<file path="src/rtl/touch_zones.sv">
// Touch-strip zone decoder: debounces z, maps the qualified x position onto one of
// N_ZONES equal-width buttons and emits press / long-press / release pulses.
module touch_zones #(
  parameter int N_ZONES   = 3,
  parameter int ZONE_W    = 160,
  parameter int Y_MIN     = 136,
  parameter int START_CNT = 10000000,
  parameter int END_CNT   = 10000000,
  parameter int LONG_CNT  = 50000000,
  parameter int CW        = 32
) (
  input  logic               cclk,
  input  logic               rst,
  input  logic               z,
  input  logic [11:0]        x,
  input  logic [11:0]        y,
  output logic [N_ZONES-1:0] zone_hold,
  output logic [3:0]         zone_idx,
  output logic               press,
  output logic               long_press,
  output logic               release_pulse
);

  localparam logic [1:0] S_IDLE = 2'd0;
  localparam logic [1:0] S_QUAL = 2'd1;
  localparam logic [1:0] S_HELD = 2'd2;
  localparam logic [1:0] S_RELQ = 2'd3;

  logic [1:0]         state;
  logic [CW-1:0]      cnt;
  logic [CW-1:0]      hcnt;
  logic               valid;

  logic [3:0]         zone_sel;
  logic [N_ZONES-1:0] zone_onehot;
  logic               in_range;
  logic               zone_ok;
  logic               qual_hit;
  logic               rel_hit;

  // Zone lookup by range comparison so no divider is needed.
  always_comb begin
    zone_sel    = '0;
    zone_onehot = '0;
    in_range    = 1'b0;
    for (int k = 0; k < N_ZONES; k++) begin
      if (({20'd0, x} >= 32'(k * ZONE_W)) && ({20'd0, x} < 32'((k + 1) * ZONE_W))) begin
        zone_sel       = 4'(k);
        zone_onehot    = '0;
        zone_onehot[k] = 1'b1;
        in_range       = 1'b1;
      end
    end
  end

  assign zone_ok = in_range && ({20'd0, y} > 32'(Y_MIN));

  // Counts are inclusive: the START_CNT-th consecutive high cycle qualifies the
  // press and the END_CNT-th consecutive low cycle qualifies the release.
  assign qual_hit = z && (((state == S_IDLE) && (START_CNT == 1)) ||
                          ((state == S_QUAL) && (cnt == CW'(START_CNT - 1))));
  assign rel_hit  = !z && (((state == S_HELD) && (END_CNT == 1)) ||
                           ((state == S_RELQ) && (cnt == CW'(END_CNT - 1))));

  always_ff @(posedge cclk) begin
    if (rst) begin
      state         <= S_IDLE;
      cnt           <= '0;
      hcnt          <= '0;
      valid         <= 1'b0;
      zone_hold     <= '0;
      zone_idx      <= '0;
      press         <= 1'b0;
      long_press    <= 1'b0;
      release_pulse <= 1'b0;
    end else begin
      press         <= 1'b0;
      long_press    <= 1'b0;
      release_pulse <= 1'b0;
      if (qual_hit) begin
        state <= S_HELD;
        cnt   <= '0;
        hcnt  <= '0;
        valid <= zone_ok;
        if (zone_ok) begin
          zone_hold <= zone_onehot;
          zone_idx  <= zone_sel;
          press     <= 1'b1;
        end
      end else if (rel_hit) begin
        state         <= S_IDLE;
        cnt           <= '0;
        hcnt          <= '0;
        valid         <= 1'b0;
        zone_hold     <= '0;
        zone_idx      <= '0;
        release_pulse <= valid;
      end else begin
        case (state)
          S_IDLE: begin
            if (z) begin
              state <= S_QUAL;
              cnt   <= CW'(1);
            end
          end
          S_QUAL: begin
            if (!z) begin
              state <= S_IDLE;
              cnt   <= '0;
            end else begin
              cnt <= cnt + 1'b1;
            end
          end
          S_HELD: begin
            if (z) begin
              // hcnt saturates, so long_press fires only once per touch.
              if (hcnt < CW'(LONG_CNT)) begin
                hcnt       <= hcnt + 1'b1;
                long_press <= valid && (hcnt == CW'(LONG_CNT - 1));
              end
            end else begin
              state <= S_RELQ;
              cnt   <= CW'(1);
            end
          end
          S_RELQ: begin
            if (z) begin
              state <= S_HELD;
              cnt   <= '0;
            end else begin
              cnt <= cnt + 1'b1;
            end
          end
          default: begin
            state <= S_IDLE;
            cnt   <= '0;
          end
        endcase
      end
    end
  end

endmodule

</file>
<file path="config.mk">
export PLATFORM = sky130hd
export DESIGN_NAME = touch_zones
export DESIGN_NICKNAME = d
export VERILOG_FILES = /design/src/rtl/touch_zones.sv
export SDC_FILE = /design/constraint.sdc
export NUM_CORES = 1
export LEC_CHECK = 0
export CAP_MARGIN = 0
export CORE_UTILIZATION = 39
export CTS_CLUSTER_DIAMETER = 40
export CTS_CLUSTER_SIZE = 8
export DETAILED_ROUTE_END_ITERATION = 12
export PLACE_DENSITY = 0.59
export SLEW_MARGIN = 20
export SYNTH_ARGS = -nofsm -noshare
export SYNTH_HDL_FRONTEND = slang
export SYNTH_SLANG_ARGS = --single-unit
</file>
<file path="constraint.sdc">
create_clock -name cclk -period 4.05 [get_ports cclk]
set_input_delay 1.0125 -clock cclk [delete_from_list [all_inputs] [get_ports cclk]]
set_output_delay 1.0125 -clock cclk [all_outputs]
set_load 0.05 [all_outputs]
</file>
; Word-level counts from Yosys, hierarchy flattened
; Index checks and enable logic that the tools add are counted.
[word_totals]
inputBits = 27
register_bits = 77
ramBits = 0
rom_bits = 0
output_inout_bits = 10
memories = 0
latch_bits = 0
[op_classes]
add_sub_neg = 2
eq_ne = 14
shifts = 0
magnitude_cmp = 7
bitwise = 5
reduce_logical = 20
div = 0
n_mul = 0
muxes = 29
[ops]
columns = cell, count
row1 = 32-bit two-way mux, 4
row2 = 32-bit case mux with 4 select lines, 1
row3 = "32-bit by 1-bit adder with 32-bit output, second input constant", 2
row4 = "32-bit by 24-bit == test with 1-bit output, second input constant", 1
row5 = "32-bit by 26-bit == test with 1-bit output, second input constant", 1
row6 = "32-bit by 26-bit less-than comparator with 1-bit output, second input constant", 1
row7 = "12-bit by 9-bit less-than comparator with 1-bit output, second input constant", 2
row8 = 2-bit two-way mux, 8
row9 = "4-bit inequality test, second input constant", 4
row10 = "12-bit by 8-bit greater-or-equal comparator with 1-bit output, second input constant", 1
row11 = "12-bit by 9-bit greater-or-equal comparator with 1-bit output, second input constant", 1
row12 = "12-bit by 8-bit > comparator with 1-bit output, second input constant", 1
row13 = "12-bit by 8-bit less-than comparator with 1-bit output, second input constant", 1
row14 = 3-bit two-way mux, 4
row15 = 4-bit two-way mux, 3
row16 = "2-bit inequality test, second input constant", 5
row17 = 1-bit logical AND, 8
row18 = 1-bit two-way mux, 8
row19 = 2-bit case mux with 4 select lines, 1
row20 = 4-bit AND reduction, 2
row21 = 3-bit OR reduction, 2
row22 = 6-bit OR reduction, 1
row23 = 1-bit NOT, 5
row24 = "2-bit == test, second input constant", 2
row25 = other kinds (7), 8

; Logic depth before layout (Yosys ltp)
[depth]
word_depth = 7
mapped_depth = 8
mapped_depth_nobuf = 6

; Worst setup path after synthesis
; No wires, ideal clock.
[synth_path]
path_kind = input to register
startpoint = in x[11]
endpoint = reg zone_hold[0]
n_path_buf = 0
required_ps = 3980
path_stages = 4
setup_slack_ps = 1429
arrival_ps = 2551
cell_sequence = or4_1 > o31a_1 > or4_1 > a21oi_1
[synth_via]
elab_chain_len = 7
elab_cells_between_ends = 18
classes_between = 5 x order compare / 1 x eq/ne / 8 x mux / 4 x reduce/logical
[synth_rtl]
columns = item, line_no
row1 = start: declaration, 15  ; input logic [11:0] x,
row2 = "12-bit by 8-bit less-than comparator with 1-bit output, or another cell as far along", 47  ; if (({20'd0, x} >= 32'(k * ZONE_W)) && ({20'd0, x} < 32'((k + 1) * ZONE_W))) begin
row3 = 1-bit two-way mux / 1-bit logical AND (equally long branches), 47
row4 = 1-bit two-way mux (2 in a row), 47
row5 = 1-bit logical AND, 56  ; assign zone_ok = in_range && ({20'd0, y} > 32'(Y_MIN));
row6 = 2-bit inequality test (no source line), n/a
row7 = 2-bit AND reduction (no source line), n/a
row8 = end signal: assignment, 86  ; zone_hold <= zone_onehot;
row9 = end: declaration, 17  ; output logic [N_ZONES-1:0] zone_hold,
; Parallel ways exist; a longest one is shown, timed or not. The select of a mux whose other input is x is not followed.
; A chain may end at the register's enable or synchronous reset.

; Final worst setup path
[layout_path]
startpoint = in z
endpoint = reg zone_hold[0]
[layout_via]
elab_chain_len = 4
elab_cells_between_ends = 7
classes_between = 1 x eq/ne / 1 x mux / 5 x reduce/logical
[layout_rtl]
columns = item, line_no
row1 = start: declaration, 14  ; input logic z,
row2 = 1-bit zero test, n/a
row3 = 1-bit logical AND, 62  ; assign rel_hit = !z && (((state == S_HELD) && (END_CNT == 1)) ||
row4 = 2-bit nonzero test (no source line), n/a
row5 = 2-bit AND reduction (no source line), n/a
; Parallel ways exist; a longest one is shown, timed or not.

==> impl_metrics.env <==
export IMPL_outcome="finished clean"
export IMPL_crit_fanout=6
export IMPL_worst_ir_drop_vdd_v=0.000183
export IMPL_cts_buffers=9
export IMPL_dieHeight_um=98.5
export IMPL_cts_setup_buffers=0
export IMPL_grt_use_met1=0.234
export IMPL_place_gp_congestion=0.766
export IMPL_p_comb_frac=0.040
export IMPL_clockRootBuffer="clkbuf_8"
export IMPL_hp_start="hcnt[29]$_SDFFE_PP0P_"
export IMPL_fmax_mhz=336
export IMPL_postLayoutCoreUtil=0.470
export IMPL_grt_pass1_wl_mm=13.1
export IMPL_hold_class="reg2reg"
export IMPL_p_leak_nw=1.24
export IMPL_cts_buffer_depth=2
export IMPL_worstPathArrival_ps=3240
export IMPL_setup_viol=0
export IMPL_path_common_cell="or4_1"
export IMPL_max_slew_margin=0.521
export IMPL_use_met2=0.248
export IMPL_dr_pass1_iters=4
export IMPL_grt_busiest_layer="met2"
export IMPL_clk_latency_ps=340
export IMPL_io_pins=37
export IMPL_grt_pass1_vias=2762
export IMPL_rsz0062_at_grt="no"
export IMPL_synthMuxAreaShare=0.0110
export IMPL_slowest_stage="clkdlybuf4s50_1"
export IMPL_yosys_area_share_adder=0.00689
export IMPL_p_per_area_mw_per_mm2=329
export IMPL_synth_compound_area_frac=0.110
export IMPL_syn_avg_cell_area_sq_um=8.39
export IMPL_layout_min_cycle_time_ps=2970
export IMPL_area_delta_synth_final_pct=15.1
export IMPL_final_nets=487
export IMPL_wl_per_cell_um=13.4
export IMPL_start_kind="input pin"
export IMPL_rows=34
export IMPL_yosysUniqueCellTypes=52
export IMPL_antenna_found_initial=0
export IMPL_drc_errors=0
export IMPL_crit_type="in2reg"
export IMPL_hold_viol=0
export IMPL_synth_seq_cells=73
export IMPL_p_int_mw=1.08
export IMPL_worstMarginPinSlew_ps=710
export IMPL_clk_pin_slew_ps=70
export IMPL_cts_max_level=3
export IMPL_synth_xor_area_frac=0.0844
export IMPL_drv_slew=0
export IMPL_clockPowerShare=0.436
export IMPL_yosys_area_share_simple=0.346
export IMPL_die_x_um=98.5
export IMPL_drt_total_wl_mm=7.68
export IMPL_synth_top_family_by_area="simple AND/OR/NAND/NOR gates"
export IMPL_tns_ps=0
export IMPL_yosysWarnings=0
export IMPL_vias=3172
export IMPL_r2r_start="cnt[18]$_SDFFE_PP0P_"
export IMPL_core_area_sq_mm=0.00889
export IMPL_syn_area_sq_mm=0.00363
export IMPL_startpoint="z"
export IMPL_switching_power_mw=0.297
export IMPL_place_ws_ps=724
export IMPL_slowest_delay_ps=560
export IMPL_cts_sinks=73
export IMPL_gr_total_overflow=0
export IMPL_viasPerCell=5.56
export IMPL_skew_ps=3.16
export IMPL_hpwl_mm=5.30
export IMPL_p_seq_frac=0.524
export IMPL_grt_max_degree=28
export IMPL_endpoint_kind="register"
export IMPL_port_buffers=29
export IMPL_ant_nets=0
export IMPL_post_cts_resized=0
export IMPL_ys_seq_area_frac=0.402
export IMPL_met3_usage=0.0348
export IMPL_hold_buffers=0
export IMPL_start_util=0.409
export IMPL_path_cells="clkdlybuf4s50_1 -> nand2b_1 -> or4_1 -> o31a_1 -> or4_1 -> a21oi_1"
export IMPL_drt_iter0_drc=113
export IMPL_diodes=0
export IMPL_required_ps=4310
export IMPL_cts_tree="yes"
export IMPL_layout_setup_ws_ps=1080
export IMPL_period_share=0.735
export IMPL_dieArea_sq_mm=0.00971
export IMPL_switching_share=0.215
export IMPL_drive_gt1_frac=0.0562
export IMPL_grt_usage=0.165
export IMPL_postSynthCellCount=433
export IMPL_max_cap_violations=0
[state kept, by name, summed over array words and instances (netlist names)]
register,flops
cnt,32
hcnt,32
long_press,1
press,1
release_pulse,1
state,2
valid,1
zone_hold,2
zone_idx,1
[area by class of cell]
| class | count | area [sq um] |
|---|---|---|
| Multi-Input combinational cell | 334 | 2040 |
| Timing Repair Buffer | 32 | 313 |
| Sequential cell | 73 | 1460 |
| Fill cell | 865 | 4710 |
| Clock inverter | 2 | 35.0 |
| Inverter | 8 | 30.0 |
| Tap cell | 108 | 135 |
| Clock buffer | 14 | 173 |
[cells in the final DEF, fill, tap and decap left out, types with 4 or more instances in the layout]
master,netlist,layout
a21oi_1,24,24
or4_1,15,15
nand2_1,26,26
dfxtp_1,73,73
nor4_1,14,14
clkdlybuf4s50_1,0,29
and4_1,6,6
nor3_1,17,17
o21ai_0,11,11
nand3_1,19,19
nor2_1,62,62
xor2_1,4,4
nand4_1,19,19
or3_1,9,9
mux2i_1,4,4
and2_1,9,9
nand2b_1,5,5
inv_1,8,8
o31ai_1,10,10
clkbuf_8,0,12
xnor2_1,31,31
and3_1,6,6
[metal layers]
layer | wire length [um] | vias to the layer above
met5 | 0 | -
met4 | 95 | 0
met3 | 241 | 9
met2 | 3340 | 49
met1 | 4000 | 1484
li1 | - | 1630
[kinds of logic after synthesis]
logic type	after synthesis
buf+inv	27
other cells	1
simple gates	228
fa+ha+maj	2
xor+xnor	35
flops	73
compound gates	63
mux	4
[worst max-delay path, delay by kind of cell]
family          cells  cell delay (ps)
buf+inv             1              560
simple gates        3             1110
compound gates      2              550
[path summary, 6_finish.rpt]
path,to,slack [ps],cells past startpoint
worst max-delay path,zone_hold[0]$_SDFFE_PP0P_,1080,6
worst min-delay path,hcnt[29]$_SDFFE_PP0P_,470,1
worst max register to register,hcnt[14]$_SDFFE_PP0P_,1680,6
worst min register to register,hcnt[29]$_SDFFE_PP0P_,470,1
[synth_stat cells (all sizes together)]
cell,n,area share
dfxtp,73,0.40
nor2,62,0.064
xnor2,31,0.075
nand2,27,0.029
a21oi,24,0.033
nand3,19,0.026
nand4,19,0.033
nor3,18,0.026
nor4,15,0.030
or4,15,0.031
buf,13,0.024
o21ai,11,0.015
o31ai,10,0.021
or3,10,0.018
and2,9,0.015
inv,8,0.0083
and3,7,0.012
and4,6,0.014
clkbuf,6,0.0062
nand2b,5,0.0086
mux2i,4,0.011
or4b,4,0.012
xor2,4,0.0096
a2111oi,3,0.0072
nand3b,3,0.0062
nor4b,3,0.0072
a211oi,2,0.0041
a31oi,2,0.0034
ha,2,0.0069
o211ai,2,0.0041
o21a,2,0.0041
or2,2,0.0034
a22oi,1,0.0021
a311oi,1,0.0024
a41oi,1,0.0024
and3b,1,0.0024
conb,1,0.0010
nand4bb,1,0.0031
nor3b,1,0.0021
o2111a,1,0.0031
o21bai,1,0.0031
o311ai,1,0.0024
o31a,1,0.0024
or3b,1,0.0024
[per-stage QoR]
stage	cell area, sq um	hold slack, ps	power [mW]	std cells
after detailed placement	3980	447	0.794	555
after floorplan	3640	430	0.766	434
after CTS	4180	465	1.39	571
after global placement	3980	444	0.793	555
after global routing	4180	492	1.44	571
final	4180	466	1.38	571
[power groups by stage]
stage / clock [mW] / combinational (mW) / sequential [mW]
final: 0.600 / 0.0556 / 0.721
after global routing: 0.655 / 0.0611 / 0.721
after CTS: 0.615 / 0.0563 / 0.721
after detailed placement: 0 / 0.0562 / 0.738
after global placement: 0 / 0.0552 / 0.738
after floorplan: 0 / 0.0297 / 0.737
(Power assumes the default switching activity.)
